--- src/rtl/seg_scan_ctrl_pkg.sv ---
// Shared constants for the seg_scan_ctrl board I/O stage: active-low segment
// codes, hex decoder and default timing parameters.
package seg_scan_ctrl_pkg;

  localparam logic [15:0] SCAN_DIV_DEF   = 16'd50000;
  localparam logic [19:0] DEB_CYCLES_DEF = 20'd1000000;

  // Segment order {g,f,e,d,c,b,a}, 0 = lit
  localparam logic [6:0] SEG_0     = 7'b1000000;
  localparam logic [6:0] SEG_1     = 7'b1111001;
  localparam logic [6:0] SEG_2     = 7'b0100100;
  localparam logic [6:0] SEG_3     = 7'b0110000;
  localparam logic [6:0] SEG_4     = 7'b0011001;
  localparam logic [6:0] SEG_5     = 7'b0010010;
  localparam logic [6:0] SEG_6     = 7'b0000010;
  localparam logic [6:0] SEG_7     = 7'b1111000;
  localparam logic [6:0] SEG_8     = 7'b0000000;
  localparam logic [6:0] SEG_9     = 7'b0010000;
  localparam logic [6:0] SEG_A     = 7'b0001000;
  localparam logic [6:0] SEG_B     = 7'b0000011;
  localparam logic [6:0] SEG_C     = 7'b1000110;
  localparam logic [6:0] SEG_D     = 7'b0100001;
  localparam logic [6:0] SEG_E     = 7'b0000110;
  localparam logic [6:0] SEG_F     = 7'b0001110;
  localparam logic [6:0] SEG_BLANK = 7'b1111111;

  localparam logic [3:0] AN_OFF = 4'b1111;

  function automatic logic [6:0] hexdec(input logic [3:0] h);
    logic [6:0] s;
    case (h)
      4'h0: s = SEG_0;
      4'h1: s = SEG_1;
      4'h2: s = SEG_2;
      4'h3: s = SEG_3;
      4'h4: s = SEG_4;
      4'h5: s = SEG_5;
      4'h6: s = SEG_6;
      4'h7: s = SEG_7;
      4'h8: s = SEG_8;
      4'h9: s = SEG_9;
      4'hA: s = SEG_A;
      4'hB: s = SEG_B;
      4'hC: s = SEG_C;
      4'hD: s = SEG_D;
      4'hE: s = SEG_E;
      default: s = SEG_F;
    endcase
    return s;
  endfunction

endpackage

--- src/rtl/seg_scan_ctrl_if.sv ---
// Board-side signal bundle between PCPU, the display and the push-button.
interface seg_scan_ctrl_if;
  logic [15:0] y;
  logic        btn_next;
  logic [3:0]  select_y;
  logic [3:0]  an;
  logic [6:0]  seg;

  modport master (output y, btn_next, input select_y, an, seg);
  modport slave  (input y, btn_next, output select_y, an, seg);
endinterface

--- src/rtl/seg_scan_ctrl_btn.sv ---
// Push-button conditioner: 2-flop synchroniser, level debouncer and a
// one-cycle pulse on each accepted rising level.
module btn_debounce
  import seg_scan_ctrl_pkg::*;
#(
  parameter logic [19:0] DEB_CYCLES = DEB_CYCLES_DEF
) (
  input  logic clock,
  input  logic reset,
  input  logic raw,
  output logic rise
);

  logic        sync1, synced, stable, prev;
  logic [19:0] count;

  always_ff @(posedge clock) begin
    if (reset) begin
      sync1  <= 1'b0;
      synced <= 1'b0;
      stable <= 1'b0;
      prev   <= 1'b0;
      count  <= '0;
    end else begin
      sync1  <= raw;
      synced <= sync1;
      prev   <= stable;
      // Any return to the stable level restarts the qualification window
      if (synced == stable) begin
        count <= '0;
      end else if (count == DEB_CYCLES - 20'd1) begin
        stable <= synced;
        count  <= '0;
      end else begin
        count <= count + 20'd1;
      end
    end
  end

  assign rise = stable & ~prev;

endmodule

--- src/rtl/seg_scan_ctrl.sv ---
// Board I/O stage around PCPU: scans y onto a 4-digit common-anode display
// and steps select_y on each debounced button press.
module seg_scan_ctrl
  import seg_scan_ctrl_pkg::*;
#(
  parameter logic [15:0] SCAN_DIV   = SCAN_DIV_DEF,
  parameter logic [19:0] DEB_CYCLES = DEB_CYCLES_DEF
) (
  input  logic           clock,
  input  logic           reset,
  seg_scan_ctrl_if.slave io
);

  logic [15:0]     scan_cnt;
  logic [1:0]      digit;
  logic [1:0]      digit_nxt;
  logic            scan_wrap;
  logic            step;
  logic [3:0][3:0] nib;

  assign nib       = io.y;
  assign scan_wrap = (scan_cnt == SCAN_DIV - 16'd1);
  assign digit_nxt = digit + 2'd1;

  btn_debounce #(.DEB_CYCLES(DEB_CYCLES)) u_deb (
    .clock (clock),
    .reset (reset),
    .raw   (io.btn_next),
    .rise  (step)
  );

  always_ff @(posedge clock) begin
    if (reset) begin
      scan_cnt    <= '0;
      digit       <= '0;
      io.an       <= AN_OFF;
      io.seg      <= SEG_BLANK;
      io.select_y <= '0;
    end else begin
      scan_cnt <= scan_wrap ? '0 : scan_cnt + 16'd1;
      // y is sampled only here, once per digit slot
      if (scan_wrap) begin
        digit  <= digit_nxt;
        io.an  <= ~(4'b0001 << digit_nxt);
        io.seg <= hexdec(nib[digit_nxt]);
      end
      if (step) io.select_y <= io.select_y + 4'd1;
    end
  end

endmodule

--- src/flat_wrapper.sv ---
// flat-port wrapper written by rule: the top's interface ports become plain ports
module seg_scan_ctrl_flat import seg_scan_ctrl_pkg::*;
#(
  parameter logic [15:0] SCAN_DIV   = SCAN_DIV_DEF,
  parameter logic [19:0] DEB_CYCLES = DEB_CYCLES_DEF
)
  (clock, reset, io_y, io_btn_next, io_select_y, io_an, io_seg);
  seg_scan_ctrl_if io_i ();
  input  logic clock;
  input  logic reset;
  input wire logic [$bits(io_i.y)-1:0] io_y;
  input wire logic [$bits(io_i.btn_next)-1:0] io_btn_next;
  output wire logic [$bits(io_i.select_y)-1:0] io_select_y;
  output wire logic [$bits(io_i.an)-1:0] io_an;
  output wire logic [$bits(io_i.seg)-1:0] io_seg;
  assign io_i.y = io_y;
  assign io_i.btn_next = io_btn_next;
  assign io_select_y = io_i.select_y;
  assign io_an = io_i.an;
  assign io_seg = io_i.seg;
  seg_scan_ctrl #(.SCAN_DIV(SCAN_DIV), .DEB_CYCLES(DEB_CYCLES)) u_core (.clock(clock), .reset(reset), .io(io_i));
endmodule
--- config.mk ---
export PLATFORM = sky130hd
export DESIGN_NAME = seg_scan_ctrl_flat
export DESIGN_NICKNAME = d
export VERILOG_FILES = /design/src/rtl/seg_scan_ctrl_pkg.sv /design/src/rtl/seg_scan_ctrl_if.sv /design/src/rtl/seg_scan_ctrl_btn.sv /design/src/rtl/seg_scan_ctrl.sv /design/src/flat_wrapper.sv
export SDC_FILE = /design/constraint.sdc
export NUM_CORES = 1
export LEC_CHECK = 0
export CAP_MARGIN = 20
export CORE_MARGIN = 8
export CORE_UTILIZATION = 30
export DETAILED_ROUTE_END_ITERATION = 8
export MAX_ROUTING_LAYER = met4
export PLACE_DENSITY = 0.56
export SKIP_LAST_GASP = 1
export SYNTH_ARGS = -nofsm -noshare
export SYNTH_HDL_FRONTEND = slang
export SYNTH_HIERARCHICAL = 1
export SYNTH_SLANG_ARGS = --single-unit
--- constraint.sdc ---
create_clock -name clock -period 2.9 [get_ports clock]
set_clock_uncertainty 0.1 [all_clocks]
set_input_delay 0.29 -clock clock [delete_from_list [all_inputs] [get_ports clock]]
set_output_delay 0.29 -clock clock [all_outputs]
set_load 0.005 [all_outputs]
==> results of run 1 <==
[stage by stage]
| stage | cells | setup WS, ns |
|---|---|---|
| 2_1_floorplan | 309 | 0.4686 |
| 3_3_place_gp | 447 | 0.5707 |
| 3_5_place_dp | 447 | 0.4858 |
| 4_1_cts | 463 | 0.5188 |
| 5_1_grt | 463 | 0.3146 |
| 6_report | 463 | 0.5486 |
[path summary, 6_finish.rpt]
kind | startpoint | endpoint | cells after the start
worst max register to register | u_core/digit[1] | u_core/io.seg[0] | 9
worst min-delay path | u_core/scan_cnt[0] | u_core/scan_cnt[0] | 1
worst max-delay path | u_core/digit[1] | u_core/io.seg[0] | 9
worst min register to register | u_core/scan_cnt[0] | u_core/scan_cnt[0] | 1
[worst register-to-register path, cell delays in order (launching register included)]
cell and delay, ns:
dfxtp_1 0.37, inv_1 0.08, ha_1 0.34, mux4_2 0.38, inv_1 0.15, ha_1 0.30
mux2i_1 0.11, o211ai_1 0.15, o21ai_0 0.11, a32oi_1 0.16
[report_power, final]
| part | internal, mW | total (mW) | switching [mW] | leakage, nW |
|---|---|---|---|---|
| clock | 0.593 | 0.905 | 0.312 | 0.120 |
| combinational | 0.0440 | 0.0827 | 0.0387 | 0.666 |
| sequential | 0.788 | 0.792 | 0.00440 | 0.461 |
[cells in the mapped netlist (2+ instances only)]
cell,instances
a211o_1,7
a21oi_1,8
a32oi_1,2
and3_1,4
buf_2,4
buf_6,2
clkbuf_1,6
dfxtp_1,57
ha_1,13
inv_1,12
mux2_2,4
mux2_4,3
mux2i_1,7
nand2_1,19
nand2b_1,2
nand3_1,18
nand3_2,2
nand4_1,5
nor2_1,47
nor2b_1,6
nor3_1,6
nor4b_1,3
nor4bb_1,2
o21ai_0,9
o31ai_1,4
or2_2,2
or3_1,7
or4_1,5
xnor2_1,18
xor2_1,12
[cell families (layout without fill, tap and decap cells)]
family                   after synthesis  in the layout  synth area share (%)
AND/OR/NAND/NOR                      132            132                 23.93
adder cells (fa/ha/maj)               13             13                 5.783
XOR/XNOR                              30             30                 9.342
buffers and inverters                 24             67                 3.914
flip-flops                            57             57                 40.57
AO/OA/AOI/OAI                         36             36                 8.675
multiplexers                          17             17                 7.784
[layer usage]
| metal | global-route usage, % | part of all wire [%] | vias up |
|---|---|---|---|
| li1 | - | - | 1152 |
| met1 | 11.88 | 51 | 1032 |
| met2 | 14.53 | 43 | 39 |
| met3 | 3.514 | 4.9 | 8 |
| met4 | 4.317 | 1.5 | 0 |
| met5 | - | 0 | - |
[cell usage in the layout, fill, tap and decap left out, drive strengths merged, types with 7 or more instances in the layout]
master / count
dfxtp: 57
nor2: 47
clkdlybuf4s50: 33
nand2: 20
nand3: 20
xnor2: 18
ha: 13
inv: 12
xor2: 12
clkbuf: 11
o21ai: 9
mux2i: 9
a21oi: 8
a211o: 7
or3: 7
mux2: 7
[area by class of cell]
type | count | area, um2
well taps | 111 | 138.9
fillers | 915 | 5647
flip-flops and latches | 57 | 1141
clock buffers | 11 | 141.4
multi-input cells | 228 | 1562
clock inverters | 5 | 102.6
inverters | 12 | 45.04
repair buffers | 39 | 375.4
[sequential cells by signal (all words and copies together), names as in the netlist]
name	count
u_core/digit	2
u_core/io.an	4
u_core/io.seg	7
u_core/io.select_y	4
u_core/scan_cnt	16
u_core/u_deb/count	20
u_core/u_deb/prev	1
u_core/u_deb/stable	1
u_core/u_deb/sync1	1
u_core/u_deb/synced	1
==> summary.log, run 1 <==
qor: run_status.run_status finished, final reports clean
qor: grt.grt_antenna_before_repair 0
qor: sta.finalSetupViolCount 0
qor: grt.wire_length_of_the_first_global_routing_pass 9.860 mm
qor: detailed_routing.drt-initial-drc-count 86
qor: sta.rsz0062_at_grt false
qor: setup_path.criticalPathCategory reg2reg
qor: cts.cts-root-to-sink-buffers 2
qor: floorplan.num_io_pins 34
qor: grt.grt_overflow 0
qor: grt.grt_max_degree 17
qor: place.place.detailed.hpwl 4.253 mm
qor: synth.sequential_share_of_the_synthesized_area 40.57%
qor: detailed_routing.route.vias.total 2231
qor: synth.mappedNetlistNets 341
qor: setup_path.chain_of_cells_forming_the_critical_path inv_1 > ha_1 > mux4_2 > inv_1 > ha_1 > mux2i_1 > o211ai_1 > o21ai_0 > a32oi_1
qor: layout.antennaDiodeCount 0
qor: power_and_ir_drop.totalPowerFinal 1.780 mW
qor: setup_path.setup.worst_path.end_class register
qor: synth.gate_count_of_the_mapped_netlist 309
qor: cts.insertion_delay 0.33 ns
qor: floorplan.die_area 12730 um2
qor: cts.cts_hold_buf 0
qor: detailed_routing.drt_drc_violations_left 0
qor: power_and_ir_drop.cellLeakagePower 1.247 nW
qor: detailed_routing.routed_via_density 4.819
qor: synth.synth-main-ff-cell dfxtp_1
qor: place.placed_area 3262 um2
qor: power_and_ir_drop.max-vdd-ir-drop 0.2182 mV
qor: layout.fin_nets 379
qor: floorplan.initial_core_util 30.73%
qor: place.gpl.final_weighted_congestion 0.7989
qor: synth.async_flop_share 0%
qor: floorplan.placement_rows 35
qor: setup_path.reg2reg_slack 0.55 ns
qor: cts.cts_inserted_buffers 9
qor: synth.synth.largest_area_cell dfxtp_1
qor: synth.yosys.area.top_type_share 40.57%
qor: synth.synthesis.yosys.warnings 6
qor: floorplan.chipWidth 112.8 um
qor: setup_path.worst_path_largest_cell_delay 0.38 ns
qor: grt.grtUsageTotal 9.858%
qor: layout.drive_gt1_share 10.51%
qor: sta.hold-worst-slack 0.3607 ns
qor: sta.tightestPinTransition 0.5911 ns
qor: detailed_routing.antenna_violating_nets_post_route 0
qor: sta.layout_worst_path_cycle_share 81.08%
qor: setup_path.setup.worst_path.start_class register
qor: cts.clk_root_buffer_cell clkbuf_8
qor: min_path.timing.hold.worst.class reg2reg
qor: grt.grt_pass1_vias 2105
qor: setup_path.critPathMaxFanout 7
qor: detailed_routing.routedWlPerCell 12.39 um
qor: sta.finalSetupTns 0 ns
qor: cts.cts_tree yes
qor: setup_path.path_buf_inv 2
qor: detailed_routing.dr.pass1.iters 4
qor: job.max_cap_viols 0
qor: cts.htree_num_levels 3
qor: synth.ys_top_cells_by_area dfxtp_1 41%, nor2_1 6.3%, ha_1 5.8%, xnor2_1 5.6%, xor2_1 3.7%
qor: sta.slew_viol_final 0
qor: sta.slew_headroom 60.59%
qor: setup_path.worst_path_dominant_cell_family adder cells
qor: power_and_ir_drop.power_per_cell_area 507.7 nW/um2
qor: synth.synth-seq-cells 57
qor: sta.maxClockFrequency 425.3 MHz
qor: cts.clkSlewWorstSetupHoldPaths 0.07 ns
qor: synth.avgSynthCellArea 9.103 um2
qor: detailed_routing.drt_wl_total 5.735 mm
qor: place.place.port_buffers 33
qor: cts.number_of_gates_resized_after_cts 0
qor: synth.netlist_area 2813 um2
qor: floorplan.core_region_area 9153 um2
qor: cts.numClockSinks 57
qor: layout.area_growth 24.64%
qor: cts.post_cts_buffers 0
qor: sta.min_period 2.351 ns
qor: synth.synth_enable_flop_cells 0
qor: synth.number_of_distinct_library_cells_after_synthesis 43
qor: floorplan.die-height 112.8 um
qor: sta.report.final.hold_viol_count 0
qor: setup_path.crit_required 3.05 ns
qor: layout.post-route-cell-area 3506 um2
qor: setup_path.cp_data_arrival_time 2.50 ns
qor: layout.final_core_util 38.30%
qor: setup_path.timing.critical_path.slowest_stage_cell mux4_2
Power figures use the tool's default switching activity.
==> run 2, diff against run 1 <==
PLACE_DENSITY = 0.58   (was 0.56)
clock period = 2.1 ns   (was 2.9 ns; I/O delays follow)
==> run 2 against run 1 <==
  * Sequential share of layout area down 1.5 points
  * Non-clock buffer count up 17
  * Cell area increased by 5.4%
  * Largest power group is now sequential cells
  * Largest cell class unchanged
  * Register-to-register slack worse by 0.51 ns
  * Wire length increased by 2.2%
  * Critical path depth down 1
  * Combinational power rose by 63%
  * Critical path type unchanged
==> summary.log, run 2 (synthesized netlist as in run 1, its figures left out) <==
qor: detailed_routing.routedWlPerCell 12.21 um [-1.4%]
qor: power_and_ir_drop.power_frac_seq 48.7% [+4.2 points]
qor: cts.cts_tree yes
qor: detailed_routing.dr.pass1.iters 4 [unchanged]
qor: run_status.run_status finished, final reports clean
qor: min_path.timing.hold.worst.class reg2reg
qor: setup_path.crit_required 2.25 ns [-0.80 ns]
qor: cts.clk_root_buffer_cell clkbuf_8
qor: cts.cts-root-to-sink-buffers 2 [unchanged]
qor: sta.tightestPinTransition 0.4558 ns [-0.1353 ns]
qor: cts.cts_inserted_buffers 9 [unchanged]
qor: layout.fin_nets 396 [+4.5%]
qor: power_and_ir_drop.power_report.internal_total 1.738 mW [+22%]
qor: cts.clkSlewWorstSetupHoldPaths 0.07 ns [about the same]
qor: grt.grtUsageTotal 9.939% [+0.081 points]
qor: layout.final_common_cell dfxtp_1
qor: setup_path.setup.worst_path.end_class register
qor: detailed_routing.routed_via_density 4.763 [-1.2%]
qor: layout.area_growth 31.32%
qor: detailed_routing.antenna_violating_nets_post_route 0 [unchanged]
qor: sta.finalSetupTns 0 ns [unchanged]
qor: floorplan.die-height 112.8 um [unchanged]
qor: sta.layout_worst_path_cycle_share 98.36% [+17 points]
qor: grt.grt_pass1_vias 2247 [+6.7%]
qor: place.worst_setup_timing_slack_at_the_placement_stage -0.02034 ns [-0.5062 ns]
qor: floorplan.chipWidth 112.8 um [unchanged]
qor: grt.grt_antenna_before_repair 0 [unchanged]
qor: place.place.detailed.hpwl 4.286 mm [+0.79%]
qor: detailed_routing.drt_wl_total 5.860 mm [+2.2%]
qor: layout.largest_register_by_flop_count u_core/u_deb/count
qor: detailed_routing.route.vias.total 2286 [+2.5%]
qor: floorplan.placement_rows 35 [unchanged]
qor: floorplan.die_area 12730 um2 [unchanged]
qor: setup_path.setup.worst_path.start_class register
qor: layout.drive_gt1_share 18.43% [+7.9 points]
qor: sta.worst_slack 0.03447 ns [-0.5142 ns]
qor: sta.finalSetupViolCount 0 [unchanged]
qor: power_and_ir_drop.combPwrFrac 6.0% [+1.4 points]
qor: cts.insertion_delay 0.33 ns [about the same]
qor: layout.antennaDiodeCount 0 [unchanged]
qor: floorplan.initial_core_util 30.73% [unchanged]
qor: layout.filler_cell_count 887 [-3.1%]
qor: sta.min_period 2.066 ns [-0.2858 ns]
qor: grt.grt_max_degree 25 [+8]
qor: power_and_ir_drop.max-vdd-ir-drop 0.3167 mV [+45%]
qor: power_and_ir_drop.netSwitchingFraction 22.58% [+2.6 points]
qor: detailed_routing.drt-initial-drc-count 51 [-41%]
qor: grt.grt_overflow 0 [unchanged]
qor: power_and_ir_drop.net-switching-power 506.9 uW [+43%]
qor: cts.cts_hold_buf 0 [unchanged]
qor: sta.report.final.hold_viol_count 0 [unchanged]
qor: grt.wire_length_of_the_first_global_routing_pass 10.12 mm [+2.6%]
qor: place.place.port_buffers 33 [unchanged]
qor: layout.top_regs u_core/u_deb/count x20, u_core/scan_cnt x16, u_core/io.seg x7
qor: layout.mostFrequentLayoutCells 55 x dfxtp_1, 47 x nor2_1, 33 x clkdlybuf4s50_1
qor: sta.slew_viol_final 0 [unchanged]
qor: job.max_cap_viols 0 [unchanged]
qor: setup_path.criticalPathCategory reg2reg
qor: power_and_ir_drop.power_per_cell_area 607.7 nW/um2 [+20%]
qor: power_and_ir_drop.clock_power_share 45.3% [-5.5 points]
qor: sta.hold-worst-slack 0.3378 ns [-0.02285 ns]
qor: cts.numClockSinks 57 [unchanged]
qor: setup_path.critPathMaxFanout 9 [+2]
qor: sta.slew_headroom 69.38% [+8.8 points]
qor: detailed_routing.drt_drc_violations_left 0 [unchanged]
qor: floorplan.num_io_pins 34 [unchanged]
qor: layout.largest_register_ff_count 20 [unchanged]
qor: sta.rsz0062_at_grt true
qor: floorplan.core_region_area 9153 um2 [unchanged]
qor: sta.maxClockFrequency 484.1 MHz [+14%]
qor: power_and_ir_drop.cellLeakagePower 1.327 nW [+6.5%]
qor: setup_path.cp_data_arrival_time 2.21 ns [-0.29 ns]
qor: place.gpl.final_weighted_congestion 0.8347 [+4.5%]
qor: cts.htree_num_levels 3 [unchanged]
==> run 2: repair_timing <==
item | 4_1_cts | 5_1_grt
gates resized for setup | 0 | 6
hold endpoints to repair | 0 | 0
buffers inserted | 0 | 1
setup endpoints to repair | 0 | 7
==> run 2: per-stage QoR <==
| stage | power [mW] | area (um2) | utilization (%) | cells |
|---|---|---|---|---|
| after global routing | 2.343 | 3694 | 40.36 | 480 |
| after detailed placement | 1.252 | 3477 | 37.99 | 463 |
| final | 2.245 | 3694 | 40.36 | 480 |
| after floorplan | 1.192 | 2889 | - | 309 |
| after global placement | 1.250 | 3477 | 37.99 | 463 |
| after CTS | 2.284 | 3674 | 40.14 | 479 |
==> run 2: path summary, 6_finish.rpt <==
check	startpoint	cells after the start	slack [ns]	endpoint
min reg2reg	u_core/u_deb/sync1	1	0.34	u_core/u_deb/synced
max	u_core/digit[0]	8	0.03	u_core/io.seg[0]
min	u_core/u_deb/sync1	1	0.34	u_core/u_deb/synced
max reg2reg	u_core/digit[0]	8	0.03	u_core/io.seg[0]
==> run 2: power groups by stage <==
stage / sequential [mW] / clock [mW] / combinational [mW]
after global routing: 1.09 / 1.10 / 0.148
after global placement: 1.12 / 0 / 0.132
after detailed placement: 1.12 / 0 / 0.134
after floorplan: 1.12 / 0 / 0.0748
final: 1.09 / 1.02 / 0.135
after CTS: 1.09 / 1.06 / 0.135
==> run 2: area by class of cell <==
type	instances	area (um2)	area share, %
clock inverter	5	55.05	1.491
inverter	12	50.05	1.355
sequential	57	1146	31.03
clock buffer	11	141.4	3.828
multi-input combinational	228	1634	44.24
timing repair buffer	56	528.0	14.30
tap	111	138.9	3.760
==> run 2: critical path: stages (launching register included) <==
cell,delay (ns)
dfxtp_4,0.38
buf_12,0.13
mux4_2,0.56
inv_4,0.13
ha_4,0.16
mux2i_1,0.07
o211ai_1,0.15
o21ai_0,0.11
a32oi_1,0.19
==> run 2: per-layer routing <==
layer  vias up  wire, um  track usage (%)
met4         0        57            3.507
met5         -         0                -
li1       1186         -                -
met3         4       276            3.781
met2        36      2790            16.04
met1      1060      2736            11.02
==> run 3, diff against run 2 <==
PLACE_DENSITY = 0.56   (was 0.58)
clock period = 2.54 ns   (was 2.1 ns; I/O delays follow)
==> run 3 against run 2 <==
  * Fmax down 9.4%
  * Register-to-register slack better by 0.22 ns
  * Largest cell class unchanged
  * Die area unchanged
  * Hold slack better by 0.026 ns
  * Largest power group unchanged
  * Clock-buffer cell count unchanged
  * Critical path type unchanged
  * Cell area down 6.7%
  * Setup slack better by 0.22 ns
  * Clock power down 18%
  * Sequential cell count unchanged
  * Sequential share of layout area up 2.1 points
==> summary.log, run 3 (synthesized netlist as in run 1, its figures left out) <==
qor: power_and_ir_drop.cellLeakagePower 1.212 nW [-8.7%]
qor: cts.clk_root_buffer_cell clkbuf_8
qor: sta.report.final.hold_viol_count 0 [unchanged]
qor: setup_path.crit_required 2.69 ns [+0.44 ns]
qor: floorplan.die-height 112.8 um [unchanged]
qor: layout.largest_register_ff_count 20 [unchanged]
qor: sta.layout_worst_path_cycle_share 89.79% [-8.6 points]
qor: sta.rsz0062_at_grt false
qor: place.place.port_buffers 33 [unchanged]
qor: detailed_routing.drt_wl_total 5.721 mm [-2.4%]
qor: setup_path.criticalPathCategory reg2reg
qor: cts.numClockSinks 57 [unchanged]
qor: cts.cts-root-to-sink-buffers 2 [unchanged]
qor: detailed_routing.drt_drc_violations_left 0 [unchanged]
qor: setup_path.critPathMaxFanout 7 [-2]
qor: detailed_routing.antenna_violating_nets_post_route 0 [unchanged]
qor: floorplan.placement_rows 35 [unchanged]
qor: sta.finalSetupViolCount 0 [unchanged]
qor: layout.largest_register_by_flop_count u_core/u_deb/count
qor: sta.tightestPinTransition 0.7492 ns [+0.2933 ns]
qor: detailed_routing.routedWlPerCell 12.41 um [+1.7%]
qor: setup_path.worst_path_largest_cell_delay 0.42 ns [-0.14 ns]
qor: layout.seqCellArea 1141 um2 [-0.44%]
qor: cts.htree_num_levels 3 [unchanged]
qor: detailed_routing.dr.pass1.iters 4 [unchanged]
qor: cts.cts_hold_buf 0 [unchanged]
qor: min_path.min_delay_worst_endpoint u_core/io.seg[6]
qor: setup_path.cell_occurring_most_often_along_the_worst_timing_path inv_1
qor: grt.wire_length_of_the_first_global_routing_pass 9.749 mm [-3.6%]
qor: setup_path.setup.worst_path.start_class register
qor: cts.number_of_gates_resized_after_cts 0 [unchanged]
qor: sta.worst_slack 0.2593 ns [+0.2248 ns]
qor: setup_path.worst_path_dominant_cell_family adder cells
qor: min_path.hold_depth 1 [unchanged]
qor: grt.grt_overflow 0 [unchanged]
qor: sta.slew_viol_final 0 [unchanged]
qor: setup_path.reg2reg_depth 9 [+1]
qor: setup_path.reg2reg_slack 0.26 ns [+0.22 ns]
qor: floorplan.chipWidth 112.8 um [unchanged]
qor: detailed_routing.drt-initial-drc-count 122 [+140%]
qor: grt.grt_antenna_before_repair 0 [unchanged]
qor: grt.grt_pass1_vias 2120 [-5.7%]
qor: floorplan.die_area 12730 um2 [unchanged]
qor: setup_path.rr_endpoint u_core/io.seg[0]
qor: cts.post_cts_buffers 0 [unchanged]
qor: sta.maxClockFrequency 438.5 MHz [-9.4%]
qor: place.gpl.final_weighted_congestion 0.7790 [-6.7%]
qor: grt.grtUsageTotal 9.626% [-0.31 points]
qor: sta.slew_headroom 50.06% [-19 points]
qor: layout.drive_gt1_share 10.29% [-8.1 points]
qor: setup_path.path_buf_inv 2 [unchanged]
qor: cts.cts_tree yes
qor: job.max_cap_viols 0 [unchanged]
qor: setup_path.regToRegStartpoint u_core/digit[1]
qor: place.worst_setup_timing_slack_at_the_placement_stage 0.1904 ns [+0.2108 ns]
qor: layout.combined_area_of_the_multi_input_logic_cells 1564 um2 [-4.3%]
qor: power_and_ir_drop.power_per_cell_area 531.7 nW/um2 [-13%]
qor: sta.finalSetupTns 0 ns [unchanged]
qor: floorplan.initial_core_util 30.73% [unchanged]
qor: cts.cts_inserted_buffers 9 [unchanged]
qor: layout.filler_cell_count 939 [+5.9%]
qor: setup_path.cp_data_arrival_time 2.43 ns [+0.22 ns]
qor: layout.antennaDiodeCount 0 [unchanged]
qor: power_and_ir_drop.max-vdd-ir-drop 0.1641 mV [-48%]
qor: sta.min_period 2.281 ns [+0.2152 ns]
qor: layout.mostFrequentLayoutCells 57 x dfxtp_1, 47 x nor2_1, 33 x clkdlybuf4s50_1
qor: floorplan.num_io_pins 34 [unchanged]
qor: layout.area_growth 22.51%
qor: cts.clkSlewWorstSetupHoldPaths 0.07 ns [about the same]
qor: setup_path.timing.critical_path.slowest_stage_cell mux2_2
qor: min_path.worstHoldStart u_core/io.seg[6]
qor: layout.top_regs u_core/u_deb/count x20, u_core/scan_cnt x16, u_core/io.seg x7
qor: detailed_routing.route.vias.total 2182 [-4.5%]
qor: floorplan.core_region_area 9153 um2 [unchanged]
qor: setup_path.chain_of_cells_forming_the_critical_path inv_1 > ha_1 > mux2_2 > inv_1 > ha_2 > mux2i_1 > o211ai_1 > o21ai_0 > a32oi_1
qor: grt.grt_max_degree 25 [unchanged]
qor: place.place.detailed.hpwl 4.130 mm [-3.7%]
qor: setup_path.setup.worst_path.end_class register
qor: cts.insertion_delay 0.32 ns [about the same]
qor: layout.final_common_cell dfxtp_1
qor: detailed_routing.routed_via_density 4.733 [-0.62%]
qor: min_path.timing.hold.worst.class reg2reg
qor: setup_path.startpoint u_core/digit[1]
qor: layout.fin_nets 377 [-4.8%]
qor: run_status.run_status finished, final reports clean
## run 3: cell count changes in the layout (fill, tap and decap cells not counted), sizes merged
cell	before	now
buf	23	4
## run 3: worst register-to-register path, cell delays in order, from the launching register on
cell	delay [ns]
dfxtp_1	0.37
inv_1	0.08
ha_1	0.35
mux2_2	0.42
inv_1	0.13
ha_2	0.26
mux2i_1	0.09
o211ai_1	0.15
o21ai_0	0.10
a32oi_1	0.16
## run 3: cell type report
cell class	count	area share, %
sequential	57	33.12
clock inverter	5	1.598
tap	111	4.031
timing repair buffer	37	10.46
clock buffer	11	4.103
multi-input combinational	228	45.39
inverter	12	1.307
## run 3: where the power goes
group          switching [mW]  internal [mW]
Sequential            0.00497          0.900
Clock                   0.356          0.476
Combinational          0.0454         0.0493
Total                   0.407           1.43
## run 3: per-layer routing
layer / share of wire [%] / routed length, um / GRT usage [%] / vias to the layer above
li1: - / - / - / 1143
met4: 1.5 / 87 / 4.496 / 0
met3: 5.7 / 324 / 3.568 / 7
met1: 50 / 2879 / 11.19 / 998
met2: 42 / 2430 / 14.49 / 34
met5: 0 / 0 / - / -
## run 3: metrics by stage
step	hold WS (ns)	cells	cell area (um2)	total power, mW	util, %
after floorplan	0.2256	309	2813	0.9771	-
after CTS	0.3644	461	3443	1.874	37.62
after detailed placement	0.3544	445	3247	1.020	35.48
after global placement	0.3443	445	3247	1.018	35.48
final	0.3637	461	3446	1.832	37.65
after global routing	0.3809	461	3446	1.916	37.65
## run 3: how the worst max path moves through the flow
| stage | slack, ns | end | depth (start not counted) |
|---|---|---|---|
| final | 0.26 | u_core/io.seg[0] | 9 |
| after global routing | 0.06 | u_core/io.seg[0] | 9 |
| after CTS | 0.20 | u_core/io.seg[0] | 9 |
| after detailed placement | 0.19 | u_core/io.seg[0] | 8 |
| after global placement | 0.23 | u_core/io.seg[0] | 8 |
| after floorplan | 0.11 | u_core/io.seg[0] | 11 |
